<file path="src/rtl/pipe_hazard_scoreboard_pkg.sv">
// Shared types for the pipeline hazard scoreboard: forwarding-mux encodings,
// slot-control opcodes and the forwarding priority helper.
package pipe_hazard_scoreboard_pkg;

  localparam int unsigned FWD_SEL_W = 2;

  typedef enum logic [FWD_SEL_W-1:0] {
    FWD_RF    = 2'd0,
    FWD_EXMEM = 2'd1,
    FWD_WB    = 2'd2
  } fwd_sel_e;

  typedef enum logic [1:0] {
    SLOT_LOAD   = 2'd0,
    SLOT_HOLD   = 2'd1,
    SLOT_BUBBLE = 2'd2
  } slot_op_e;

  // The younger producer (EX/MEM) wins over WB when both hold the register.
  function automatic fwd_sel_e fwd_pick(input logic mem_hit, input logic wb_hit);
    fwd_sel_e sel;
    sel = FWD_RF;
    if (mem_hit) begin
      sel = FWD_EXMEM;
    end else if (wb_hit) begin
      sel = FWD_WB;
    end
    return sel;
  endfunction

endpackage

</file>
<file path="src/rtl/pipe_hazard_scoreboard_if.sv">
// Decode/pipeline-control bundle between the pipeline (master) and the
// hazard scoreboard (slave).
interface pipe_hazard_scoreboard_if #(
  parameter int unsigned REG_AW = 3,
  parameter int unsigned CNT_W  = 16
);
  logic              fwd_en;
  logic              id_valid;
  logic [REG_AW-1:0] id_src1;
  logic [REG_AW-1:0] id_src2;
  logic              id_use_src2;
  logic [REG_AW-1:0] id_dst;
  logic              id_wr_en;
  logic              id_is_load;
  logic              flush;
  logic              mem_stall;
  logic              stall;
  logic              ex_hold;
  logic [1:0]        ex_fwd_sel1;
  logic [1:0]        ex_fwd_sel2;
  logic [CNT_W-1:0]  stall_count;

  modport master (
    output fwd_en, id_valid, id_src1, id_src2, id_use_src2, id_dst,
           id_wr_en, id_is_load, flush, mem_stall,
    input  stall, ex_hold, ex_fwd_sel1, ex_fwd_sel2, stall_count
  );

  modport slave (
    input  fwd_en, id_valid, id_src1, id_src2, id_use_src2, id_dst,
           id_wr_en, id_is_load, flush, mem_stall,
    output stall, ex_hold, ex_fwd_sel1, ex_fwd_sel2, stall_count
  );
endinterface

</file>
<file path="src/rtl/pipe_hazard_scoreboard_sb_slot.sv">
// One tracked pipeline slot: a valid bit plus an opaque payload that can be
// loaded, held, or replaced by a bubble.
module sb_slot
  import pipe_hazard_scoreboard_pkg::*;
#(
  parameter int unsigned W = 1
) (
  input  logic         clk,
  input  logic         rst,
  input  slot_op_e     op_i,
  input  logic         v_i,
  input  logic [W-1:0] data_i,
  output logic         v_o,
  output logic [W-1:0] data_o
);

  logic         v_q, v_d;
  logic [W-1:0] data_q, data_d;

  // A bubble only clears valid; the stale payload is masked by v.
  always_comb begin
    v_d    = v_q;
    data_d = data_q;
    unique case (op_i)
      SLOT_LOAD: begin
        v_d    = v_i;
        data_d = data_i;
      end
      SLOT_BUBBLE: v_d = 1'b0;
      default: ;
    endcase
  end

  always_ff @(posedge clk) begin
    if (rst) begin
      v_q    <= 1'b0;
      data_q <= '0;
    end else begin
      v_q    <= v_d;
      data_q <= data_d;
    end
  end

  assign v_o    = v_q;
  assign data_o = data_q;

endmodule

</file>
<file path="src/rtl/pipe_hazard_scoreboard.sv">
// Hazard detection and EX forwarding control for the 5-stage pipeline: tracks
// writers in EX/MEM/WB, raises the decode stall and drives the bypass selects.
module pipe_hazard_scoreboard
  import pipe_hazard_scoreboard_pkg::*;
#(
  parameter int unsigned REG_AW  = 3,
  parameter bit          HARD_R0 = 1'b0,
  parameter int unsigned CNT_W   = 16
) (
  input logic                     clk,
  input logic                     rst,
  pipe_hazard_scoreboard_if.slave bus
);

  localparam int unsigned EX_W  = 3 * REG_AW + 3;
  localparam int unsigned MEM_W = REG_AW + 2;
  localparam int unsigned WB_W  = REG_AW + 1;
  localparam logic [CNT_W-1:0] CNT_MAX = '1;

  slot_op_e          ex_op, mem_op, wb_op;
  logic              ex_v_in;
  logic              ex_v, mem_v, wb_v;
  logic [EX_W-1:0]   ex_data;
  logic [MEM_W-1:0]  mem_data;
  logic [WB_W-1:0]   wb_data;
  logic              ex_wr, ex_ld, ex_u2, mem_wr, mem_ld, wb_wr;
  logic [REG_AW-1:0] ex_dst, ex_s1, ex_s2, mem_dst, wb_dst;
  logic              id_ex_hit, id_mem_hit, hz_stall;
  fwd_sel_e          sel1, sel2;
  logic [CNT_W-1:0]  stall_count_q, stall_count_d;

  function automatic logic hit(input logic v, input logic wr,
                               input logic [REG_AW-1:0] dst,
                               input logic [REG_AW-1:0] r);
    return v & wr & (dst == r) & ~(HARD_R0 & (r == '0));
  endfunction

  assign {ex_wr, ex_ld, ex_dst, ex_s1, ex_s2, ex_u2} = ex_data;
  assign {mem_wr, mem_ld, mem_dst}                   = mem_data;
  assign {wb_wr, wb_dst}                             = wb_data;

  sb_slot #(.W(EX_W)) u_ex (
    .clk    (clk),
    .rst    (rst),
    .op_i   (ex_op),
    .v_i    (ex_v_in),
    .data_i ({bus.id_wr_en, bus.id_is_load, bus.id_dst, bus.id_src1,
              bus.id_src2, bus.id_use_src2}),
    .v_o    (ex_v),
    .data_o (ex_data)
  );

  sb_slot #(.W(MEM_W)) u_mem (
    .clk    (clk),
    .rst    (rst),
    .op_i   (mem_op),
    .v_i    (ex_v),
    .data_i (ex_data[EX_W-1 -: MEM_W]),
    .v_o    (mem_v),
    .data_o (mem_data)
  );

  sb_slot #(.W(WB_W)) u_wb (
    .clk    (clk),
    .rst    (rst),
    .op_i   (wb_op),
    .v_i    (mem_v),
    .data_i ({mem_wr, mem_dst}),
    .v_o    (wb_v),
    .data_o (wb_data)
  );

  // WB writers never stall: the register file writes before decode reads.
  always_comb begin
    id_ex_hit  = hit(ex_v, ex_wr, ex_dst, bus.id_src1)
               | (bus.id_use_src2 & hit(ex_v, ex_wr, ex_dst, bus.id_src2));
    id_mem_hit = hit(mem_v, mem_wr, mem_dst, bus.id_src1)
               | (bus.id_use_src2 & hit(mem_v, mem_wr, mem_dst, bus.id_src2));
    hz_stall   = 1'b0;
    if (bus.id_valid) begin
      hz_stall = bus.fwd_en ? (id_ex_hit & ex_ld) : (id_ex_hit | id_mem_hit);
    end
  end

  // Memory stall freezes EX and injects a bubble into MEM while WB drains.
  always_comb begin
    ex_op   = SLOT_LOAD;
    mem_op  = SLOT_LOAD;
    wb_op   = SLOT_LOAD;
    ex_v_in = bus.id_valid & ~hz_stall & ~bus.flush;
    if (bus.mem_stall) begin
      ex_op  = SLOT_HOLD;
      mem_op = SLOT_BUBBLE;
    end
  end

  always_comb begin
    sel1 = FWD_RF;
    sel2 = FWD_RF;
    if (bus.fwd_en) begin
      sel1 = fwd_pick(hit(mem_v, mem_wr, mem_dst, ex_s1) & ~mem_ld,
                      hit(wb_v, wb_wr, wb_dst, ex_s1));
      if (ex_u2) begin
        sel2 = fwd_pick(hit(mem_v, mem_wr, mem_dst, ex_s2) & ~mem_ld,
                        hit(wb_v, wb_wr, wb_dst, ex_s2));
      end
    end
  end

  always_comb begin
    stall_count_d = stall_count_q;
    if (hz_stall && !bus.mem_stall && (stall_count_q != CNT_MAX)) begin
      stall_count_d = stall_count_q + CNT_W'(1);
    end
  end

  always_ff @(posedge clk) begin
    if (rst) begin
      stall_count_q <= '0;
    end else begin
      stall_count_q <= stall_count_d;
    end
  end

  assign bus.stall       = hz_stall | bus.mem_stall;
  assign bus.ex_hold     = bus.mem_stall;
  assign bus.ex_fwd_sel1 = 2'(sel1);
  assign bus.ex_fwd_sel2 = 2'(sel2);
  assign bus.stall_count = stall_count_q;

endmodule

</file>
<file path="src/flat_wrapper.sv">
// flat-port wrapper written by rule: the top's interface ports become plain ports
module pipe_hazard_scoreboard_flat import pipe_hazard_scoreboard_pkg::*;
#(
  parameter int unsigned REG_AW  = 3,
  parameter bit          HARD_R0 = 1'b0,
  parameter int unsigned CNT_W   = 16
)
  (clk, rst, bus_fwd_en, bus_id_valid, bus_id_src1, bus_id_src2, bus_id_use_src2, bus_id_dst, bus_id_wr_en, bus_id_is_load, bus_flush, bus_mem_stall, bus_stall, bus_ex_hold, bus_ex_fwd_sel1, bus_ex_fwd_sel2, bus_stall_count);
  pipe_hazard_scoreboard_if #(.REG_AW(REG_AW), .CNT_W(CNT_W)) bus_i ();
  input logic clk;
  input logic rst;
  input wire logic [$bits(bus_i.fwd_en)-1:0] bus_fwd_en;
  input wire logic [$bits(bus_i.id_valid)-1:0] bus_id_valid;
  input wire logic [$bits(bus_i.id_src1)-1:0] bus_id_src1;
  input wire logic [$bits(bus_i.id_src2)-1:0] bus_id_src2;
  input wire logic [$bits(bus_i.id_use_src2)-1:0] bus_id_use_src2;
  input wire logic [$bits(bus_i.id_dst)-1:0] bus_id_dst;
  input wire logic [$bits(bus_i.id_wr_en)-1:0] bus_id_wr_en;
  input wire logic [$bits(bus_i.id_is_load)-1:0] bus_id_is_load;
  input wire logic [$bits(bus_i.flush)-1:0] bus_flush;
  input wire logic [$bits(bus_i.mem_stall)-1:0] bus_mem_stall;
  output wire logic [$bits(bus_i.stall)-1:0] bus_stall;
  output wire logic [$bits(bus_i.ex_hold)-1:0] bus_ex_hold;
  output wire logic [$bits(bus_i.ex_fwd_sel1)-1:0] bus_ex_fwd_sel1;
  output wire logic [$bits(bus_i.ex_fwd_sel2)-1:0] bus_ex_fwd_sel2;
  output wire logic [$bits(bus_i.stall_count)-1:0] bus_stall_count;
  assign bus_i.fwd_en = bus_fwd_en;
  assign bus_i.id_valid = bus_id_valid;
  assign bus_i.id_src1 = bus_id_src1;
  assign bus_i.id_src2 = bus_id_src2;
  assign bus_i.id_use_src2 = bus_id_use_src2;
  assign bus_i.id_dst = bus_id_dst;
  assign bus_i.id_wr_en = bus_id_wr_en;
  assign bus_i.id_is_load = bus_id_is_load;
  assign bus_i.flush = bus_flush;
  assign bus_i.mem_stall = bus_mem_stall;
  assign bus_stall = bus_i.stall;
  assign bus_ex_hold = bus_i.ex_hold;
  assign bus_ex_fwd_sel1 = bus_i.ex_fwd_sel1;
  assign bus_ex_fwd_sel2 = bus_i.ex_fwd_sel2;
  assign bus_stall_count = bus_i.stall_count;
  pipe_hazard_scoreboard #(.REG_AW(REG_AW), .HARD_R0(HARD_R0), .CNT_W(CNT_W)) u_core (.clk(clk), .rst(rst), .bus(bus_i));
endmodule
</file>
<file path="config.mk">
export PLATFORM = sky130hd
export DESIGN_NAME = pipe_hazard_scoreboard_flat
export DESIGN_NICKNAME = d
export VERILOG_FILES = /design/src/rtl/pipe_hazard_scoreboard_pkg.sv /design/src/rtl/pipe_hazard_scoreboard_if.sv /design/src/rtl/pipe_hazard_scoreboard_sb_slot.sv /design/src/rtl/pipe_hazard_scoreboard.sv /design/src/flat_wrapper.sv
export SDC_FILE = /design/constraint.sdc
export NUM_CORES = 1
export LEC_CHECK = 0
export CORE_UTILIZATION = 57
export CTS_BUF_LIST = sky130_fd_sc_hd__clkbuf_8
export DETAILED_ROUTE_END_ITERATION = 8
export PLACE_DENSITY_LB_ADDON = 0.15
export SYNTH_ARGS = -nofsm -noshare
export SYNTH_HDL_FRONTEND = slang
export SYNTH_SLANG_ARGS = --single-unit
</file>
<file path="constraint.sdc">
create_clock -name clk -period 5 [get_ports clk]
set_clock_uncertainty 0.05 [all_clocks]
set_input_delay 1.25 -clock clk [delete_from_list [all_inputs] [get_ports clk]]
set_output_delay 1.25 -clock clk [all_outputs]
set_load 0.005 [all_outputs]
</file>
# == After elaboration in Yosys (flattened, before gate mapping) ==
# Index checks and enable logic that the tools add are counted.
# Widths: inputs -> output; s select.
# word_totals
register_bits,40
in_bits,18
output_inout_bits,22
word_cells,64
# op_classes
n_addsub,1
n_eq_ne,11
muxes,13
bitwise_logic,25
reduce_logical,7
# op_table
op,n
$eq 3x3->1,8
$and 1x1->1,18
$add 16x1->16 const B,1
$mux 2,8
$ne 16x16->1 const B,1
$eq 2x2->1 const B,2
$logic_not 2->1,2
$or 1x1->1,4
$pmux 1 s2,2
$reduce_bool 2->1,2
$mux 1,3
$not 1->1,3
$logic_and 1x1->1,2
$logic_not 1->1,1

# == Logic depth before layout (Yosys ltp) ==
# Gate-level depths: netlist of run 1.
# logic_depth
ltp_word,11
depth_mapped,9
mapped_depth_nobuf,7

# == Hierarchy ==
# From an unflattened synthesis of run 1, not the netlist that was laid out.
# unflattened
hier_cells,246
hier_area_um2,2202.1
# by_module_without_submodules
module,n_inst,cells_each,area_per_inst_um2,seq_area_each_um2
pipe_hazard_scoreboard,1,143,1219.9,320.3
sb_slot (u_core.u_ex),1,57,539.3,260.2
sb_slot (u_core.u_mem),1,26,250.2,120.1
sb_slot (u_core.u_wb),1,20,192.7,100.1

# == Worst setup path after synthesis of run 1 ==
# OpenSTA, ideal clock, no wires.
# synth_timing
kind,input to output
startpoint,in bus_fwd_en
endpoint,out bus_stall
arrival_ns,2.027
required_time_ns,3.700
path_slack_ns,1.673
cell_stages,5
path_buffers,0
path_cell_list,inv_1 o211ai_1 a21oi_1 or2_1 a21o_1
# synth_between
elab_chain_cells,3
# synth_lines
item,line_no,source
"start, declared",flat_wrapper.sv:12,input wire logic [$bits(bus_i.fwd_en)-1:0] bus_fwd_en;
$mux 1,pipe_hazard_scoreboard.sv:81,hz_stall = bus.fwd_en ? (id_ex_hit & ex_ld) : (id_ex_hit | id_mem_hit);
$mux 1,pipe_hazard_scoreboard.sv:80,if (bus.id_valid) begin
$or 1x1->1,pipe_hazard_scoreboard.sv:125,assign bus.stall = hz_stall | bus.mem_stall;
"end, declared",flat_wrapper.sv:22,output wire logic [$bits(bus_i.stall)-1:0] bus_stall;
# No other way between the ends.

# == Final worst setup path of run 1 ==
# layout_timing
startpoint,in bus_id_src2[2]
endpoint,out bus_stall
# layout_between
elab_chain_cells,8
word_cells_on_any_way,13
classes_between,eq/ne (2); mux (2); bitwise (9)
# layout_lines
item,line_no,source
"start, declared",flat_wrapper.sv:15,input wire logic [$bits(bus_i.id_src2)-1:0] bus_id_src2;
$eq 3x3->1,pipe_hazard_scoreboard.sv:35,return v & wr & (dst == r) & ~(HARD_R0 & (r == '0));
$and 1x1->1,pipe_hazard_scoreboard.sv:35,
$and 1x1->1 (on tied branches),"pipe_hazard_scoreboard.sv:76, pipe_hazard_scoreboard.sv:78",
$or 1x1->1 (on tied branches),"pipe_hazard_scoreboard.sv:76, pipe_hazard_scoreboard.sv:78",
$or 1x1->1 or $and 1x1->1 (tied branches),pipe_hazard_scoreboard.sv:81,
$mux 1 (*),pipe_hazard_scoreboard.sv:81,
$mux 1 (*),pipe_hazard_scoreboard.sv:80,
$or 1x1->1 (*),pipe_hazard_scoreboard.sv:125,
# Every way passes the cells marked *; elsewhere a longest branch is shown, timed or not.

==> metrics.md, run 1 <==
| Metric | Value |
|---|---|
| Post-route cell area | 2520 um2 |
| Number of nets with antenna violations after routing | 0 |
| Largest net degree at the start of global routing | 26 |
| Share of cells above drive strength 1 | 0.0698 |
| First-pass GRT wire length | 6600 um |
| WL/cell | 13.3 um |
| Yosys cell types | 39 |
| Layout area overhead | 23.2% |
| CP Max Fanout | 5 |
| Post-synth ARST share | 0 |
| Main synth FF type | dfxtp_1 |
| Syn Area/Cell | 9.26 um2 |
| Cell occurring most often along the worst timing path | clkdlybuf4s50_1 |
| Via Count | 1662 |
| Met3 wire len | 185 um |
| RSZ-0062 raised after global routing | false |
| DRC viols | 0 |
| Yosys top cell area share | 0.391 |
| Endpoints failing hold | 0 |
| Final slew viol count | 0 |
| Final setup fails | 0 |
| Die Ht | 61.9 um |
| Root buf cell | clkbuf_8 |
| Placed cell count | 296 |
| CP Cell Sequence | clkdlybuf4s50_1, xnor2_1, nand4_1, a21oi_1, or2_1, a21o_1, clkdlybuf4s50_1 |
| Max VDD drop | 0.232 mV |
| CP Launch Type | input port |
| Vias in the first global route | 1437 |
| Clk sinks | 40 |
| Num CTS Buffers | 5 |
| Worst r2r src | u_core.u_mem.data_o[1] |
| Post-place instance area | 2430 um2 |
| First DRT Iteration DRCs | 81 |
| Slowest cell delay on critical path | 0.57 ns |
| Post-DP HPWL | 2910 um |
| Power Total | 0.613 mW |
| Top sig layer | met4 |
| Final Routed Wirelength | 4040 um |
| Worst Path Arrival | 3.16 ns |
| Overflow after GRT | 0 |
| Synth top area cells | dfxtp_1 39%, mux2i_1 8.8%, xnor2_1 5.6%, nor2_1 4.8%, xor2_1 4.3% |
| Crit share post-route | 0.892 |
| Setup ws final | 0.541 ns |
| Clk slew on worst S/H paths | 0.07 ns |
| Via density | 5.47 |
| Seq cells post-synth | 40 |
| DR WL met2 | 1760 um |
| Overall Global Routing Usage | 0.238 |
| Final non-filler cell total | 304 |
| Worst Setup End Kind | output pin |
| Hold_buf cts | 0 |
| Initial Utilization | 0.604 |
| Number of diodes | 0 |
| Drt first pass iters | 4 |
| Placer Congestion | 0.771 |
| CTS tree | done |
| Tmin final | 4.46 ns |
| Sequential fraction of the synthesis area | 0.391 |
| Setup_tns | 0 ns |
| Worst-margin pin slew | 0.940 ns |
| Post-synthesis cell area | 2050 um2 |
| Pre-CTS setup slack | 0.545 ns |
| Worst min path class | reg -> reg |
| R2r endpoint | u_core.bus.stall_count[9] |
| Initial antenna violation count | 0 |
| Leak Pwr | 0.965 nW |
| Port-buffer cells | 39 |
| CP endpoint | bus_stall |
| Hold path start | u_core.u_mem.v_o |
| M1 wire length | 2050 um |
| Cells after Synth | 221 |
| Post-synth EDFFs | 0 |
| Worst Setup SP | bus_id_src2[2] |
| Slowest-stage cell, CP | clkdlybuf4s50_1 |
| Worst skew pair latency | 0.29 ns |
| H-tree depth | 2 |
| Chip width | 61.9 um |
| R2r setup slk | 2.83 ns |
| Resize count post-CTS | 0 |
| Cell row count | 21 |
| CP required | 3.70 ns |
| Slew margin rel. | 0.371 |
| Mapped Nets | 240 |
| Post-CTS Setup Inserts | 0 |
| I/O Pins | 40 |
| MaxCap Viol Count | 0 |
| Core footprint | 3390 um2 |
| Kind of critical path | in -> out |
| Die area | 3830 um2 |
| Nets | 276 |
| Worst R2R Path Depth | 7 |
| FMAX | 224 MHz |
| Power Density | 243 nW/um2 |
| Bufs on Longest Clock Path | 2 |
| Status | finished, final reports clean |
| Synth area leader | dfxtp_1 |
| Warnings from Yosys | 0 |
## synthesized netlist by cell type (2+ instances only)
master      n
o31ai_1     6
or4_1       7
xnor2_2     3
nor2b_1    10
xor2_1     10
a2111oi_0   2
nand2_1     6
buf_6       4
and2_1      3
clkbuf_1    6
nor2_1     26
buf_4       2
a21oi_1    12
dfxtp_1    40
mux2_1      2
xnor2_1    13
a211oi_2    2
nor3_1      5
nand4_1     6
o21ai_0     5
nand3_1     9
nor4_1      4
nand4_2     2
inv_1       4
mux2i_1    18
## state kept, by name, indices dropped and copies added, names as in the netlist
register / cells
u_core.u_ex.data_o: 12
u_core.u_wb.data_o: 4
u_core.bus.stall_count: 16
u_core.u_mem.data_o: 5
u_core.u_wb.v_o: 1
u_core.u_ex.v_o: 1
u_core.u_mem.v_o: 1
## routing by layer
layer | GRT usage | vias up
met5 | 0 | -
met4 | 0.0571 | 0
met3 | 0.0828 | 4
met2 | 0.361 | 38
met1 | 0.327 | 761
li1 | - | 859
## per-stage QoR
step | hold WS, ns | util
2_1_floorplan | 0.390 | -
3_3_place_gp | 0.415 | 0.717
3_5_place_dp | 0.426 | 0.717
4_1_cts | 0.439 | 0.743
5_1_grt | 0.460 | 0.743
6_report | 0.443 | 0.743
## final cells by class
type                       instances  area, um2
multi-input combinational        164       1140
fill                             269        870
sequential                        40        801
timing repair buffer              42        413
clock buffer                       6       82.6
tap                               46       57.6
inverter                           4       15.0
clock inverter                     2       7.51
## logic make-up (layout without fill, tap and decap cells)
logic type / count (synthesis) / in the layout / share of synthesized area
fa+ha+maj: 1 / 1 / 0.00612
compound gates: 32 / 32 / 0.103
xor+xnor: 26 / 26 / 0.122
buf+inv: 17 / 54 / 0.0495
simple gates: 85 / 85 / 0.228
flops: 40 / 40 / 0.391
mux: 20 / 20 / 0.0991
## power breakdown
group,switching [mW],total [mW],internal (mW),leakage [nW]
combinational,0.0274,0.0624,0.0350,0.586
sequential,0.0102,0.337,0.327,0.325
clock,0.105,0.213,0.108,0.0538
## cells in the final DEF (no fill, tap or decap), drive strengths merged, types with 3 or more instances in the layout
master | Yosys | final
a21oi | 12 | 12
and2 | 3 | 3
buf | 7 | 3
clkbuf | 6 | 6
clkdlybuf4s50 | 0 | 39
dfxtp | 40 | 40
inv | 4 | 6
mux2i | 18 | 18
nand2 | 6 | 6
nand3 | 9 | 9
nand4 | 8 | 8
nor2 | 26 | 26
nor2b | 10 | 10
nor3 | 5 | 5
nor4 | 5 | 5
o21ai | 6 | 6
o31ai | 6 | 6
or4 | 7 | 7
xnor2 | 16 | 16
xor2 | 10 | 10
## worst max-delay path, delay by kind of cell
family	cells	cell delay (ns)
AO/OA/AOI/OAI	2	0.32
XOR/XNOR	1	0.15
buffers and inverters	2	1.06
AND/OR/NAND/NOR	2	0.39
## worst min path at each step
stage                 endpoint  slack (ns)  cells after the start
6_report       u_core.u_wb.v_o        0.44                      1
3_5_place_dp   u_core.u_wb.v_o        0.43                      1
5_1_grt        u_core.u_wb.v_o        0.46                      1
3_3_place_gp   u_core.u_ex.v_o        0.41                      2
4_1_cts        u_core.u_wb.v_o        0.44                      1
2_1_floorplan  u_core.u_ex.v_o        0.39                      2
Power figures use the tool's default switching activity.
==> run 2, diff against run 1 <==
Settings changed: SKIP_LAST_GASP from default to 1.
==> results of run 2 <==
No change in the layout: final DEF, timing and power equal those of run 1.
